$ cat config.mk
export PLATFORM = sky130hd
export DESIGN_NAME = uart_rx_frame_ctrl_flat
export DESIGN_NICKNAME = d
export VERILOG_FILES = /design/src/rtl/uart_pkg.sv /design/src/rtl/uart_rx_frame_ctrl_if.sv /design/src/rtl/uart_gap_timer.sv /design/src/rtl/uart_rx_frame_ctrl.sv /design/src/flat_wrapper.sv
export SDC_FILE = /design/constraint.sdc
export NUM_CORES = 1
export LEC_CHECK = 0
export ABC_AREA = 1
export CORE_AREA = 2 2 110 112
export CTS_BUF_LIST = sky130_fd_sc_hd__clkbuf_4 sky130_fd_sc_hd__clkbuf_8
export DETAILED_ROUTE_END_ITERATION = 7
export DIE_AREA = 0 0 112 114
export GPL_TIMING_DRIVEN = 0
export PLACE_DENSITY = 0.72
export SLEW_MARGIN = 30
export SYNTH_ARGS = -nofsm -noshare
export SYNTH_HDL_FRONTEND = slang
export SYNTH_SLANG_ARGS = --single-unit
$ cat constraint.sdc
create_clock -name clk_in -period 2.6 [get_ports clk_in]
set_clock_uncertainty 0.2 [all_clocks]
set_input_delay 0.78 -clock clk_in [delete_from_list [all_inputs] [get_ports clk_in]]
set_output_delay 0.78 -clock clk_in [all_outputs]
set_load 0.01 [all_outputs]
$ cat src/rtl/uart_pkg.sv
// -----------------------------------------------------------------------------
// uart_pkg
// Shared definitions for the UART receive frame controller:
//   - state_e    : frame controller FSM state encoding (3 bits)
//   - err_code_e : error codes reported on err_code
//   - DEFAULT_SYNC_BYTE / DEFAULT_TIMEOUT_CNT : parameter defaults
//   - frame_chk  : 8-bit XOR checksum over the three payload bytes
// -----------------------------------------------------------------------------
package uart_pkg;

    typedef enum logic [2:0] {
        S_SYNC  = 3'd0,
        S_ADDR  = 3'd1,
        S_DH    = 3'd2,
        S_DL    = 3'd3,
        S_CHK   = 3'd4,
        S_WRITE = 3'd5
    } state_e;

    typedef enum logic [1:0] {
        ERR_NONE = 2'b00,
        ERR_CHK  = 2'b01,
        ERR_TMO  = 2'b10,
        ERR_OVR  = 2'b11
    } err_code_e;

    localparam logic [7:0]  DEFAULT_SYNC_BYTE   = 8'hAA;
    localparam logic [31:0] DEFAULT_TIMEOUT_CNT = 32'd50_000;

    function automatic logic [7:0] frame_chk(input logic [7:0] addr,
                                             input logic [7:0] data_h,
                                             input logic [7:0] data_l);
        return addr ^ data_h ^ data_l;
    endfunction

endpackage

$ cat src/rtl/uart_rx_frame_ctrl_if.sv
// -----------------------------------------------------------------------------
// uart_rx_frame_ctrl_if
// Register-bank write bus between the frame controller and the register bank.
//   reg_wr_en    : write request, held until accepted
//   reg_addr     : write address, stable while reg_wr_en=1
//   reg_wr_data  : write data {DATA_H, DATA_L}, stable while reg_wr_en=1
//   reg_wr_ready : bank accepts on any rising edge with reg_wr_en & reg_wr_ready
// master = frame controller, slave = register bank.
// -----------------------------------------------------------------------------
interface uart_rx_frame_ctrl_if;

    logic        reg_wr_en;
    logic [7:0]  reg_addr;
    logic [15:0] reg_wr_data;
    logic        reg_wr_ready;

    modport master (
        output reg_wr_en,
        output reg_addr,
        output reg_wr_data,
        input  reg_wr_ready
    );

    modport slave (
        input  reg_wr_en,
        input  reg_addr,
        input  reg_wr_data,
        output reg_wr_ready
    );

endinterface

$ cat src/rtl/uart_gap_timer.sv
// -----------------------------------------------------------------------------
// uart_gap_timer
// Counts clocks between received bytes while a frame is being collected.
//   clk_in    : system clock
//   rst_n     : asynchronous active-low reset
//   clear_i   : clears the counter (byte strobe, or no frame in progress)
//   enable_i  : counts when set and not cleared
//   timeout_o : high while the counter sits at TIMEOUT_CNT, unless a clear
//               arrives in the same cycle (the byte wins over the timeout)
// -----------------------------------------------------------------------------
module uart_gap_timer #(
    parameter logic [31:0] TIMEOUT_CNT = 32'd50_000
) (
    input  logic clk_in,
    input  logic rst_n,
    input  logic clear_i,
    input  logic enable_i,
    output logic timeout_o
);

    logic [31:0] gap_cnt_q, gap_cnt_d;

    // NOTE: every variable written in an always_comb gets a default first so
    // no path leaves it unassigned, which would infer a latch.
    always_comb begin
        gap_cnt_d = gap_cnt_q;
        if (clear_i) begin
            gap_cnt_d = '0;
        end else if (enable_i) begin
            gap_cnt_d = gap_cnt_q + 32'd1;
        end
    end

    // NOTE: clocked state uses non-blocking assignments so every flop samples
    // the pre-edge values regardless of statement or block ordering.
    always_ff @(posedge clk_in or negedge rst_n) begin
        if (!rst_n) begin
            gap_cnt_q <= '0;
        end else begin
            gap_cnt_q <= gap_cnt_d;
        end
    end

    assign timeout_o = enable_i && !clear_i && (gap_cnt_q == TIMEOUT_CNT);

endmodule

$ cat src/rtl/uart_rx_frame_ctrl.sv
// -----------------------------------------------------------------------------
// uart_rx_frame_ctrl
// Hunts for SYNC_BYTE in the uart_rx_path byte stream, collects a 5-byte frame
// (SYNC, ADDR, DATA_H, DATA_L, CHK), verifies CHK == ADDR^DATA_H^DATA_L and
// issues one register write. Bad checksum, inter-byte timeout and bytes
// arriving while a write is pending are reported on err_valid/err_code.
//   clk_in, rst_n          : clock, asynchronous active-low reset
//   uart_rx_data/_done     : received byte and its one-cycle strobe
//   reg_bus (master)       : register write handshake (see interface)
//   err_valid / err_code   : one-cycle error strobe / last error code
//   frame_ok_cnt           : accepted writes, wraps at 16 bits
// -----------------------------------------------------------------------------
module uart_rx_frame_ctrl
    import uart_pkg::*;
#(
    parameter logic [7:0]  SYNC_BYTE   = DEFAULT_SYNC_BYTE,
    parameter logic [31:0] TIMEOUT_CNT = DEFAULT_TIMEOUT_CNT
) (
    input  logic                 clk_in,
    input  logic                 rst_n,
    input  logic [7:0]           uart_rx_data,
    input  logic                 uart_rx_done,
    uart_rx_frame_ctrl_if.master reg_bus,
    output logic                 err_valid,
    output logic [1:0]           err_code,
    output logic [15:0]          frame_ok_cnt
);

    state_e      state_q, state_d;
    logic [7:0]  hold_addr_q, hold_addr_d;
    logic [7:0]  hold_dh_q, hold_dh_d;
    logic [7:0]  hold_dl_q, hold_dl_d;
    logic [7:0]  wr_addr_q, wr_addr_d;
    logic [15:0] wr_data_q, wr_data_d;
    logic        err_valid_q, err_valid_d;
    err_code_e   err_code_q, err_code_d;
    logic [15:0] frame_ok_cnt_q, frame_ok_cnt_d;

    logic in_frame;
    logic timeout;

    // Only the ADDR..CHK positions are subject to the inter-byte timeout.
    assign in_frame = state_q inside {S_ADDR, S_DH, S_DL, S_CHK};

    uart_gap_timer #(
        .TIMEOUT_CNT (TIMEOUT_CNT)
    ) u_gap_timer (
        .clk_in    (clk_in),
        .rst_n     (rst_n),
        .clear_i   (uart_rx_done || !in_frame),
        .enable_i  (in_frame),
        .timeout_o (timeout)
    );

    always_comb begin
        state_d        = state_q;
        hold_addr_d    = hold_addr_q;
        hold_dh_d      = hold_dh_q;
        hold_dl_d      = hold_dl_q;
        wr_addr_d      = wr_addr_q;
        wr_data_d      = wr_data_q;
        err_valid_d    = 1'b0;
        err_code_d     = err_code_q;
        frame_ok_cnt_d = frame_ok_cnt_q;

        case (state_q)
            S_SYNC: begin
                // Non-sync bytes are dropped silently while hunting.
                if (uart_rx_done && (uart_rx_data == SYNC_BYTE)) begin
                    state_d = S_ADDR;
                end
            end
            S_ADDR: begin
                if (uart_rx_done) begin
                    hold_addr_d = uart_rx_data;
                    state_d     = S_DH;
                end
            end
            S_DH: begin
                if (uart_rx_done) begin
                    hold_dh_d = uart_rx_data;
                    state_d   = S_DL;
                end
            end
            S_DL: begin
                if (uart_rx_done) begin
                    hold_dl_d = uart_rx_data;
                    state_d   = S_CHK;
                end
            end
            S_CHK: begin
                if (uart_rx_done) begin
                    if (uart_rx_data == frame_chk(hold_addr_q, hold_dh_q, hold_dl_q)) begin
                        // Bus outputs only change here, so they are stable for
                        // the whole time reg_wr_en is high.
                        wr_addr_d = hold_addr_q;
                        wr_data_d = {hold_dh_q, hold_dl_q};
                        state_d   = S_WRITE;
                    end else begin
                        err_valid_d = 1'b1;
                        err_code_d  = ERR_CHK;
                        state_d     = S_SYNC;
                    end
                end
            end
            S_WRITE: begin
                if (reg_bus.reg_wr_ready) begin
                    state_d        = S_SYNC;
                    frame_ok_cnt_d = frame_ok_cnt_q + 16'd1;
                end
                // A byte during a pending write is lost; the write itself
                // proceeds untouched, even on the handshake cycle.
                if (uart_rx_done) begin
                    err_valid_d = 1'b1;
                    err_code_d  = ERR_OVR;
                end
            end
            default: begin
                state_d = S_SYNC;
            end
        endcase

        // The timer already masks the timeout when a byte strobe coincides.
        if (timeout) begin
            state_d     = S_SYNC;
            err_valid_d = 1'b1;
            err_code_d  = ERR_TMO;
        end
    end

    // NOTE: holding and output registers are reset along with the state so
    // every output reads zero immediately after reset, not just the FSM.
    always_ff @(posedge clk_in or negedge rst_n) begin
        if (!rst_n) begin
            state_q        <= S_SYNC;
            hold_addr_q    <= '0;
            hold_dh_q      <= '0;
            hold_dl_q      <= '0;
            wr_addr_q      <= '0;
            wr_data_q      <= '0;
            err_valid_q    <= 1'b0;
            err_code_q     <= ERR_NONE;
            frame_ok_cnt_q <= '0;
        end else begin
            state_q        <= state_d;
            hold_addr_q    <= hold_addr_d;
            hold_dh_q      <= hold_dh_d;
            hold_dl_q      <= hold_dl_d;
            wr_addr_q      <= wr_addr_d;
            wr_data_q      <= wr_data_d;
            err_valid_q    <= err_valid_d;
            err_code_q     <= err_code_d;
            frame_ok_cnt_q <= frame_ok_cnt_d;
        end
    end

    assign reg_bus.reg_wr_en   = (state_q == S_WRITE);
    assign reg_bus.reg_addr    = wr_addr_q;
    assign reg_bus.reg_wr_data = wr_data_q;
    assign err_valid           = err_valid_q;
    assign err_code            = err_code_q;
    assign frame_ok_cnt        = frame_ok_cnt_q;

endmodule

$ cat src/flat_wrapper.sv
// flat-port wrapper written by rule: the top's interface ports become plain ports
module uart_rx_frame_ctrl_flat import uart_pkg::*;
#(
    parameter logic [7:0]  SYNC_BYTE   = DEFAULT_SYNC_BYTE,
    parameter logic [31:0] TIMEOUT_CNT = DEFAULT_TIMEOUT_CNT
)
  (clk_in, rst_n, uart_rx_data, uart_rx_done, err_valid, err_code, frame_ok_cnt, reg_bus_reg_wr_en, reg_bus_reg_addr, reg_bus_reg_wr_data, reg_bus_reg_wr_ready);
  uart_rx_frame_ctrl_if reg_bus_i ();
  input  logic clk_in;
  input  logic rst_n;
  input  logic [7:0] uart_rx_data;
  input  logic uart_rx_done;
  output logic err_valid;
  output logic [1:0] err_code;
  output logic [15:0] frame_ok_cnt;
  output wire logic [$bits(reg_bus_i.reg_wr_en)-1:0] reg_bus_reg_wr_en;
  output wire logic [$bits(reg_bus_i.reg_addr)-1:0] reg_bus_reg_addr;
  output wire logic [$bits(reg_bus_i.reg_wr_data)-1:0] reg_bus_reg_wr_data;
  input wire logic [$bits(reg_bus_i.reg_wr_ready)-1:0] reg_bus_reg_wr_ready;
  assign reg_bus_reg_wr_en = reg_bus_i.reg_wr_en;
  assign reg_bus_reg_addr = reg_bus_i.reg_addr;
  assign reg_bus_reg_wr_data = reg_bus_i.reg_wr_data;
  assign reg_bus_i.reg_wr_ready = reg_bus_reg_wr_ready;
  uart_rx_frame_ctrl #(.SYNC_BYTE(SYNC_BYTE), .TIMEOUT_CNT(TIMEOUT_CNT)) u_core (.clk_in(clk_in), .rst_n(rst_n), .uart_rx_data(uart_rx_data), .uart_rx_done(uart_rx_done), .reg_bus(reg_bus_i), .err_valid(err_valid), .err_code(err_code), .frame_ok_cnt(frame_ok_cnt));
endmodule
# ---- Yosys cells after proc, flatten, opt, wreduce, memory -nomap -nowiden
# Cells that the tools add are included.
dict set report word_totals {
  reg_bits 102
  inputBits 12
  output_inout_bits 44
}
dict set report op_classes {
  n_addsub 2
  eq_ne 16
  n_mux 21
  bitwise 2
  reduce_logical 17
}
# operator n
set op_table {}
lappend op_table {{two-way mux 32 bit} 2}
lappend op_table {{adder 32 x 1 -> 32 bit, second input constant} 1}
lappend op_table {{equality test 32 x 16 -> 1 bit, second input constant} 1}
lappend op_table {{two-way mux 3 bit} 8}
lappend op_table {{!= test 3 x 2 -> 1 bit, second input constant} 6}
lappend op_table {{case mux 3 bit (6 select lines)} 1}
lappend op_table {{adder 16 x 1 -> 16 bit, second input constant} 1}
lappend op_table {{bitwise XOR 8 bit} 2}
lappend op_table {{equality test 8 bit} 1}
lappend op_table {{equality test 8 bit, second input constant} 1}
lappend op_table {{two-way mux 2 bit} 4}
lappend op_table {{AND reduction 2 bit} 4}
lappend op_table {{equality test 3 x 2 -> 1 bit, second input constant} 2}
lappend op_table {{equality test 3 bit, second input constant} 2}
lappend op_table {{!= test 3 x 1 -> 1 bit, second input constant} 2}
lappend op_table {{AND reduction 6 bit} 1}
lappend op_table {{two-way mux 1 bit} 4}
lappend op_table {{case mux 2 bit (2 select lines)} 1}
lappend op_table {{AND reduction 4 bit} 1}
lappend op_table {{nonzero test 4 bit} 1}
lappend op_table {{equality test 3 x 1 -> 1 bit, second input constant} 1}
lappend op_table {{logical AND 1 bit} 3}
lappend op_table {{logical NOT 3 bit} 1}
lappend op_table {{AND reduction 3 bit} 1}
lappend op_table {{5 further kinds} 6}

# ---- Logic depth before layout (Yosys ltp)
# Gate-level depths: netlist of the first run.
dict set report depth {
  word_depth 9
  ltp_mapped 15
  depth_no_buf 14
}

# ---- Hierarchy
# From an unflattened synthesis of the first run, not the netlist that was laid out.
dict set report hier_totals {
  hier_cells 704
  area_unflattened_um2 5388.9
}
# mod n_inst cells_each area_per_inst_um2 seq_area_each_um2
set modules_own_cells {}
lappend modules_own_cells {uart_rx_frame_ctrl 1 410 3410.8 1751.7}
lappend modules_own_cells {uart_gap_timer 1 294 1978.1 800.8}

# ---- Worst setup path before layout of the first run
# No wires, ideal clock.
dict set report synth_timing {
  path_kind {input-to-reg}
  start {input uart_rx_data[5]}
  end {register u_core.wr_data_q[13] (netlist: u_core.reg_bus.reg_wr_data[13])}
  setup_ps 121
  arrival_ps 1857
  required_ps 2279
  path_slack_ps 422
  stages 14
  n_path_buf 2
  path_cell_list {inv_1 > nand2_1 > nand2_1 > nor2_1 > nor2_1 > nand2_1 > nor2_1 > nand2_1 > nor2_2 > nand2_1 > buf_6 > buf_6 > nand2_1 > o21ai_1}
}
dict set report synth_between {
  elab_chain_len 2
}
# item line_no
set synth_lines {}
lappend synth_lines {{start, declared} flat_wrapper.sv:11} ;# input logic [7:0] uart_rx_data;
lappend synth_lines {{equality test 8 bit} uart_rx_frame_ctrl.sv:93} ;# if (uart_rx_data == frame_chk(hold_addr_q, hold_dh_q, hold_dl_q)) begin
lappend synth_lines {{AND reduction 3 bit (no source line)} --}
lappend synth_lines {{end signal, assigned} uart_rx_frame_ctrl.sv:150} ;# wr_data_q <= wr_data_d;
lappend synth_lines {{end, declared} uart_rx_frame_ctrl.sv:34} ;# logic [15:0] wr_data_q, wr_data_d;
# No other way between the ends.
# A chain may end at the register's enable or synchronous reset.

# ---- Worst setup path in the final report of the first run
dict set report layout_timing {
  start {register u_core.state_q[1]}
  end {output reg_bus_reg_wr_en}
}
dict set report layout_between {
  elab_chain_len 1
}
# item line_no
set layout_lines {}
lappend layout_lines {{start, declared} uart_rx_frame_ctrl.sv:29} ;# state_e state_q, state_d;
lappend layout_lines {{start signal, assigned} uart_rx_frame_ctrl.sv:145} ;# state_q <= state_d;
lappend layout_lines {{equality test 3 bit} uart_rx_frame_ctrl.sv:157} ;# assign reg_bus.reg_wr_en = (state_q == S_WRITE);
lappend layout_lines {{end, declared} flat_wrapper.sv:16} ;# output wire logic [$bits(reg_bus_i.reg_wr_en)-1:0] reg_bus_reg_wr_en;
# No other way between the ends.

==> run_results.csv, run 1 <==
group,metric,value,unit
clock_network,cts_tree,"done",
run_status,status,"completed",
clock_network,clkLatencyLatePin,0.38,ns
pwr,power_density,724,nW/µm²
critical_path,crit_arrival,1.47,ns
yosys,synth.distinct_cells,30,
die,die_h,114,µm
layout,multiInputGateArea,2220,µm²
clock_network,ctsRootBufferMaster,"clkbuf_8",
pwr,p_leak,3.01,nW
yosys,synth_top_area_share,49.6,%
detailed_routing,wl_per_cell,13.3,µm
clock_network,htree_levels,3,
pwr,irDropWorstVdd,0.356,mV
grt,grt_first_pass_wirelength,20000,µm
grt,globalRouteTotalUtil,19.4,%
critical_path,critPathKind,"flop to output pin",
layout,nFillCells,1144,
layout,drive_above_1_share,7.26,%
yosys,ys.warnings.count,0,
pwr,p_int,0.00290,W
layout,fin_nets,740,
sta,finalHoldViolCount,0,
detailed_routing,drcViolationCount,0,
clock_network,clock_sinks,102,
detailed_routing,finalWirelength,11600,µm
sta,slew_headroom,59.4,%
place,finalWeightedCongestion,0.941,
flow_run,max_cap_viol_count,0,
layout,post-route-util,52.7,%
pwr,p_sw_share,35.1,%
yosys,synth-seq-area-share,49.6,%
critical_path,rr_startpoint,"u_core.u_gap_timer.gap_cnt_q[0]",
yosys,synth.top_cells.by_count,"nand2_1 (192), dfrtp_1 (102), inv_1 (80)",
sta,period_minus_slack,2.45,ns
place,hpwl,8740,µm
yosys,syn_area,5150,µm²
yosys,synth_fp_nets,673,
die,fp.dieArea,12800,µm²
yosys,syn_avg_cell_area,7.82,µm²
grt,grt_max_degree,72,
critical_path,critPathLaunchType,"flop",
detailed_routing,drtIter0Drc,309,
pwr,p_clk_share,25.6,%
critical_path,critical_path_required,1.62,ns
yosys,synth.largest_area_cell,"dfrtp_1",
sta,fmax,409,MHz
yosys,synth-edff-count,0,
critical_path,setup.worst_path.start,"u_core.state_q[1]",
die,ios,56,
pwr,p_switching,0.00157,W
sta,hold_slack,0.0693,ns
detailed_routing,vias,4325,
sta,report.final.slew_viol_count,0,
yosys,synth_top_flop_cell,"dfrtp_1",
clock_network,clockBufferDepth,2,
yosys,synthArstFlopShare,100,%
grt,grt.overflow.total,0,
clock_network,cts_buffers,9,
sta,grt_setup_unrepaired,"false",
die,fp-row-count,40,
yosys,postSynthCellCount,658,
critical_path,worst-path-max-fanout,5,
layout,diodes,0,
place,port_buffers,54,
die,core,11700,µm²
detailed_routing,dr.pass1.iters,5,
detailed_routing,ant_nets,0,
layout,area_delta_synth_final,19.9,%
die,die_x,112,µm
detailed_routing,vias_per_cell,4.93,
pwr,power_frac_seq,46.4,%
layout,seqCellArea,2550,µm²
yosys,synthTopCellsByArea,"dfrtp_1 (50%), nand2_1 (14%), inv_1 (5.8%)",
grt,grt_pass1_vias,4308,
pwr,p_comb_share,28.0,%
hold_path,hp-class,"input pin to asynchronous set/reset pin",
die,initial_core_util,43.9,%
sta,setup_viol,0,
sta,worst_slew_pin_slew,0.605,ns
sta,fin_setup_tns,0,ns
yosys,synth_most_common_cell,"nand2_1",
critical_path,endpoint_kind,"output pin",
yosys,ys_ff_latch,102,
clock_network,clk_pin_slew,0.10,ns
clock_network,holdBufCountCts,0,
grt,grt_antenna_before_repair,0,
sta,period_share,94.1,%
-- final cells by class --
cell class	count	area share (%)
Buffer	13	1.16
Clock buffer	10	2.23
Clock inverter	6	1.46
Inverter	83	5.07
Multi-Input combinational cell	460	36.1
Sequential cell	102	41.4
Tap cell	147	2.98
Timing Repair Buffer	56	9.65
-- state kept, by name (all words and copies together), names as in the netlist, 2 cells and up --
register,count
u_core.u_gap_timer.gap_cnt_q,32
u_core.frame_ok_cnt,16
u_core.reg_bus.reg_wr_data,16
u_core.hold_addr_q,8
u_core.hold_dh_q,8
u_core.hold_dl_q,8
u_core.reg_bus.reg_addr,8
u_core.state_q,3
u_core.err_code,2
-- critical path, stage by stage, from the launching register on --
cell,delay [ns]
dfrtp_2,0.46
nor2_4,0.17
nand2_4,0.08
clkinv_2,0.09
dlygate4sd2_1,0.28
-- path summary, 6_finish.rpt --
path | end | slack [ns] | cells after the start
min in group clk_in | u_core.frame_ok_cnt[15] | 0.27 | 1
setup / recovery | reg_bus_reg_wr_en | 0.15 | 4
max in group asynchronous | u_core.frame_ok_cnt[12] | 1.50 | 2
hold reg to reg | u_core.frame_ok_cnt[15] | 0.27 | 1
setup reg to reg | u_core.u_gap_timer.gap_cnt_q[18] | 0.29 | 10
hold / removal | u_core.reg_bus.reg_wr_data[1] | 0.07 | 1
-- cells by family (layout without fill, tap and decap cells) --
group                    Yosys count  count (layout)  synth area share (%)
AO/OA/AOI/OAI                     72              72                  7.44
XOR/XNOR                          34              34                  5.79
adder cells (fa/ha/maj)            3               3                 0.729
buffers and inverters             96             168                  7.46
flip-flops                       102             102                  49.6
AND/OR/NAND/NOR                  351             351                  29.0
-- power groups by stage --
stage / registers, W / logic, W / clock network (W)
after detailed placement: 0.00211 / 0.00122 / 0
after CTS: 0.00207 / 0.00124 / 0.00117
after global routing: 0.00211 / 0.00144 / 0.00124
after floorplan: 0.00208 / 0.000841 / 0
after global placement: 0.00209 / 0.00118 / 0
final: 0.00207 / 0.00125 / 0.00114
-- placed cells by master (no fill, tap or decap), types with 17 or more instances in the layout --
master | Yosys | final
o21ai_0 | 39 | 39
nor3_1 | 18 | 18
nand2_1 | 192 | 190
clkdlybuf4s50_1 | 0 | 44
nand4_1 | 17 | 17
dfrtp_1 | 102 | 101
nor2_1 | 75 | 73
xor2_1 | 21 | 21
inv_1 | 80 | 76
nand3_1 | 34 | 34
-- per-layer routing --
metal / global-route usage [%] / part of all wire (%)
met1: 25.0 / 47
met2: 33.3 / 48
met3: 3.08 / 3.5
met4: 6.83 / 1.7
met5: 0 / 0
-- metrics by stage --
step           worst slack (ns)  instances  instance area (µm²)  total power (W)
2_1_floorplan             0.422        658                 5150          0.00292
6_report                  0.154        877                 6170          0.00447
5_1_grt                  0.0547        877                 6170          0.00480
3_5_place_dp             -0.399        860                 5900          0.00333
3_3_place_gp              -3.20        859                 5870          0.00327
4_1_cts                0.000265        877                 6130          0.00448
-- repair_timing --
action,in CTS,in global routing
gates resized for setup,2,17
hold endpoints to repair,0,0
setup buffers,1,0
pin swaps,0,3
cloned,0,0
endpoints found under the setup margin,1,24
(Power assumes the default switching activity.)
==> run 2, diff against run 1 <==
--- a/config.mk
+++ b/config.mk
@@ -6,10 +6,10 @@
 export NUM_CORES = 1
 export LEC_CHECK = 0
 export ABC_AREA = 1
-export CORE_AREA = 2 2 110 112
+export CORE_AREA = 8 8 116 118
 export CTS_BUF_LIST = sky130_fd_sc_hd__clkbuf_4 sky130_fd_sc_hd__clkbuf_8
 export DETAILED_ROUTE_END_ITERATION = 7
-export DIE_AREA = 0 0 112 114
+export DIE_AREA = 0 0 124 126
 export GPL_TIMING_DRIVEN = 0
 export PLACE_DENSITY = 0.72
 export SLEW_MARGIN = 30
==> run_results.csv, run 2 (synthesis results as in run 1) <==
group,metric,value,unit
run_status,status,"completed",
die,fp.dieArea,15600,µm²
pwr,power_density,699,nW/µm²
layout,fin_nets,741,
place,dp.cells,860,
detailed_routing,vias,4364,
die,ios,56,
grt,grt_antenna_before_repair,0,
sta,period_share,94.3,%
layout,largest_reg_flops,32,
sta,setup_slack,0.147,ns
detailed_routing,ant_nets,0,
sta,fmax,408,MHz
clock_network,cts_tree,"done",
clock_network,clkLatencyLatePin,0.38,ns
critical_path,critPathLaunchType,"input pin",
grt,grt_max_degree,72,
grt,globalRouteTotalUtil,16.2,%
critical_path,worst-path-max-fanout,10,
sta,worst_slew_pin_slew,0.624,ns
layout,final_cell_count_no_fill,877,
clock_network,ctsRootBufferMaster,"clkbuf_8",
clock_network,clock_sinks,102,
clock_network,htree_levels,3,
sta,report.final.slew_viol_count,0,
pwr,irDropWorstVdd,0.331,mV
critical_path,endpoint_kind,"flop",
die,die_h,126,µm
detailed_routing,drtIter0Drc,330,
sta,hold_slack,0.0683,ns
pwr,power,0.00429,W
place,finalWeightedCongestion,0.938,
detailed_routing,drcViolationCount,0,
layout,drive_above_1_share,7.12,%
place,preCtsSetupSlack,-0.434,ns
layout,diodes,0,
sta,setup_viol,0,
detailed_routing,dr.pass1.iters,5,
die,initial_core_util,43.9,%
critical_path,crit_arrival,2.51,ns
layout,seqCellArea,2550,µm²
grt,grt_first_pass_wirelength,20300,µm
pwr,p_leak,2.98,nW
detailed_routing,vias_per_cell,4.98,
layout,final_cell_mix,"nand2_1 (190), dfrtp_1 (101), inv_1 (77), nor2_1 (73), clkdlybuf4s50_1 (45)",
die,core,11700,µm²
die,die_x,124,µm
sta,period_minus_slack,2.45,ns
critical_path,critPathKind,"input pin to flop",
layout,largest-register,"u_core.u_gap_timer.gap_cnt_q",
place,hpwl,9310,µm
hold_path,hp-class,"input pin to asynchronous set/reset pin",
sta,grt_setup_unrepaired,"false",
sta,finalHoldViolCount,0,
grt,grt.overflow.total,0,
layout,multiInputGateArea,2220,µm²
sta,slew_headroom,58.1,%
grt,grt_pass1_vias,4262,
detailed_routing,wl_per_cell,13.9,µm
die,fp-row-count,40,
layout,nFillCells,1146,
clock_network,clk_pin_slew,0.09,ns
critical_path,critical_path_required,2.66,ns
layout,final_common_cell,"nand2_1",
clock_network,clockBufferDepth,2,
clock_network,cts_buffers,9,
detailed_routing,finalWirelength,12200,µm
flow_run,max_cap_viol_count,0,
place,port_buffers,54,
layout,area_delta_synth_final,19.2,%
run 2: cell types whose count changed in the layout (fill, tap and decap cells not counted):
| cell | change |
|---|---|
| clkbuf_8 | +2 |
| inv_6 | -2 |
| inv_1 | +1 |
| inv_2 | -1 |
| clkinv_2 | -1 |
| buf_4 | +1 |
| clkdlybuf4s50_1 | +1 |
| bufinv_16 | -2 |
| clkinv_4 | +1 |
| clkbuf_4 | +1 |
| dlymetal6s2s_1 | -1 |
run 2: worst max-delay path, stage by stage:
cell             delay (ns)
clkdlybuf4s50_1        0.48
inv_1                  0.10
nand2_1                0.07
nand2_1                0.06
inv_1                  0.05
nand2_1                0.05
nand2_1                0.05
nand2_1                0.06
nor2_2                 0.10
nand2_2                0.09
nor2_4                 0.14
nand2_2                0.08
buf_6                  0.15
buf_6                  0.14
nand2_1                0.05
o21ai_1                0.06
run 2: path summary, 6_finish.rpt:
check / from / endpoint / slack, ns / cells past startpoint
setup / recovery: uart_rx_data[3] / u_core.reg_bus.reg_wr_data[9] / 0.15 / 16
min in group clk_in: u_core.reg_bus.reg_addr[2] / u_core.reg_bus.reg_addr[2] / 0.27 / 2
max in group asynchronous: rst_n / u_core.state_q[1] / 1.49 / 2
hold reg to reg: u_core.reg_bus.reg_addr[2] / u_core.reg_bus.reg_addr[2] / 0.27 / 2
setup reg to reg: u_core.u_gap_timer.gap_cnt_q[10] / u_core.u_gap_timer.gap_cnt_q[30] / 0.39 / 7
hold / removal: rst_n / u_core.reg_bus.reg_addr[7] / 0.07 / 1
run 2: final cells by class:
class | instances | share of cell area [%]
tap | 147 | 3.00
clock inverter | 2 | 0.265
inverter | 83 | 5.10
buffer | 13 | 1.16
clock buffer | 13 | 2.81
timing repair buffer | 57 | 9.79
multi-input combinational | 460 | 36.3
sequential | 102 | 41.6
run 2: through the flow:
step | util (%) | setup TNS, ns | area (µm²)
final | 52.4 | 0 | 6140
after detailed placement | 50.4 | -9.35 | 5900
after global routing | 52.4 | 0 | 6140
after CTS | 52.1 | 0 | 6100
after global placement | 50.1 | -331.73 | 5870
after floorplan | - | 0 | 5150
run 2: repair_timing:
| action | 4_1_cts | 5_1_grt |
|---|---|---|
| cloned | 0 | 0 |
| setup buffers | 1 | 1 |
| gates resized for setup | 3 | 14 |
| pin swaps | 0 | 4 |
| hold buffers | 0 | 0 |
| endpoints found under the setup margin | 7 | 25 |
run 2: routing by layer:
layer,up-vias,wire length (µm),GRT usage (%)
li1,2212,-,-
met1,2027,5520,20.8
met2,104,5710,25.9
met3,21,682,3.31
met4,0,280,7.00
met5,-,0,0
run 2: power breakdown:
part | internal (W) | total (W) | leakage, nW | switching, W
Sequential | 0.00183 | 0.00208 | 1.37 | 0.000243
Clock | 0.000434 | 0.000964 | 0.0951 | 0.000530
Combinational | 0.000495 | 0.00125 | 1.52 | 0.000754
Total | 0.00276 | 0.00429 | 2.98 | 0.00153
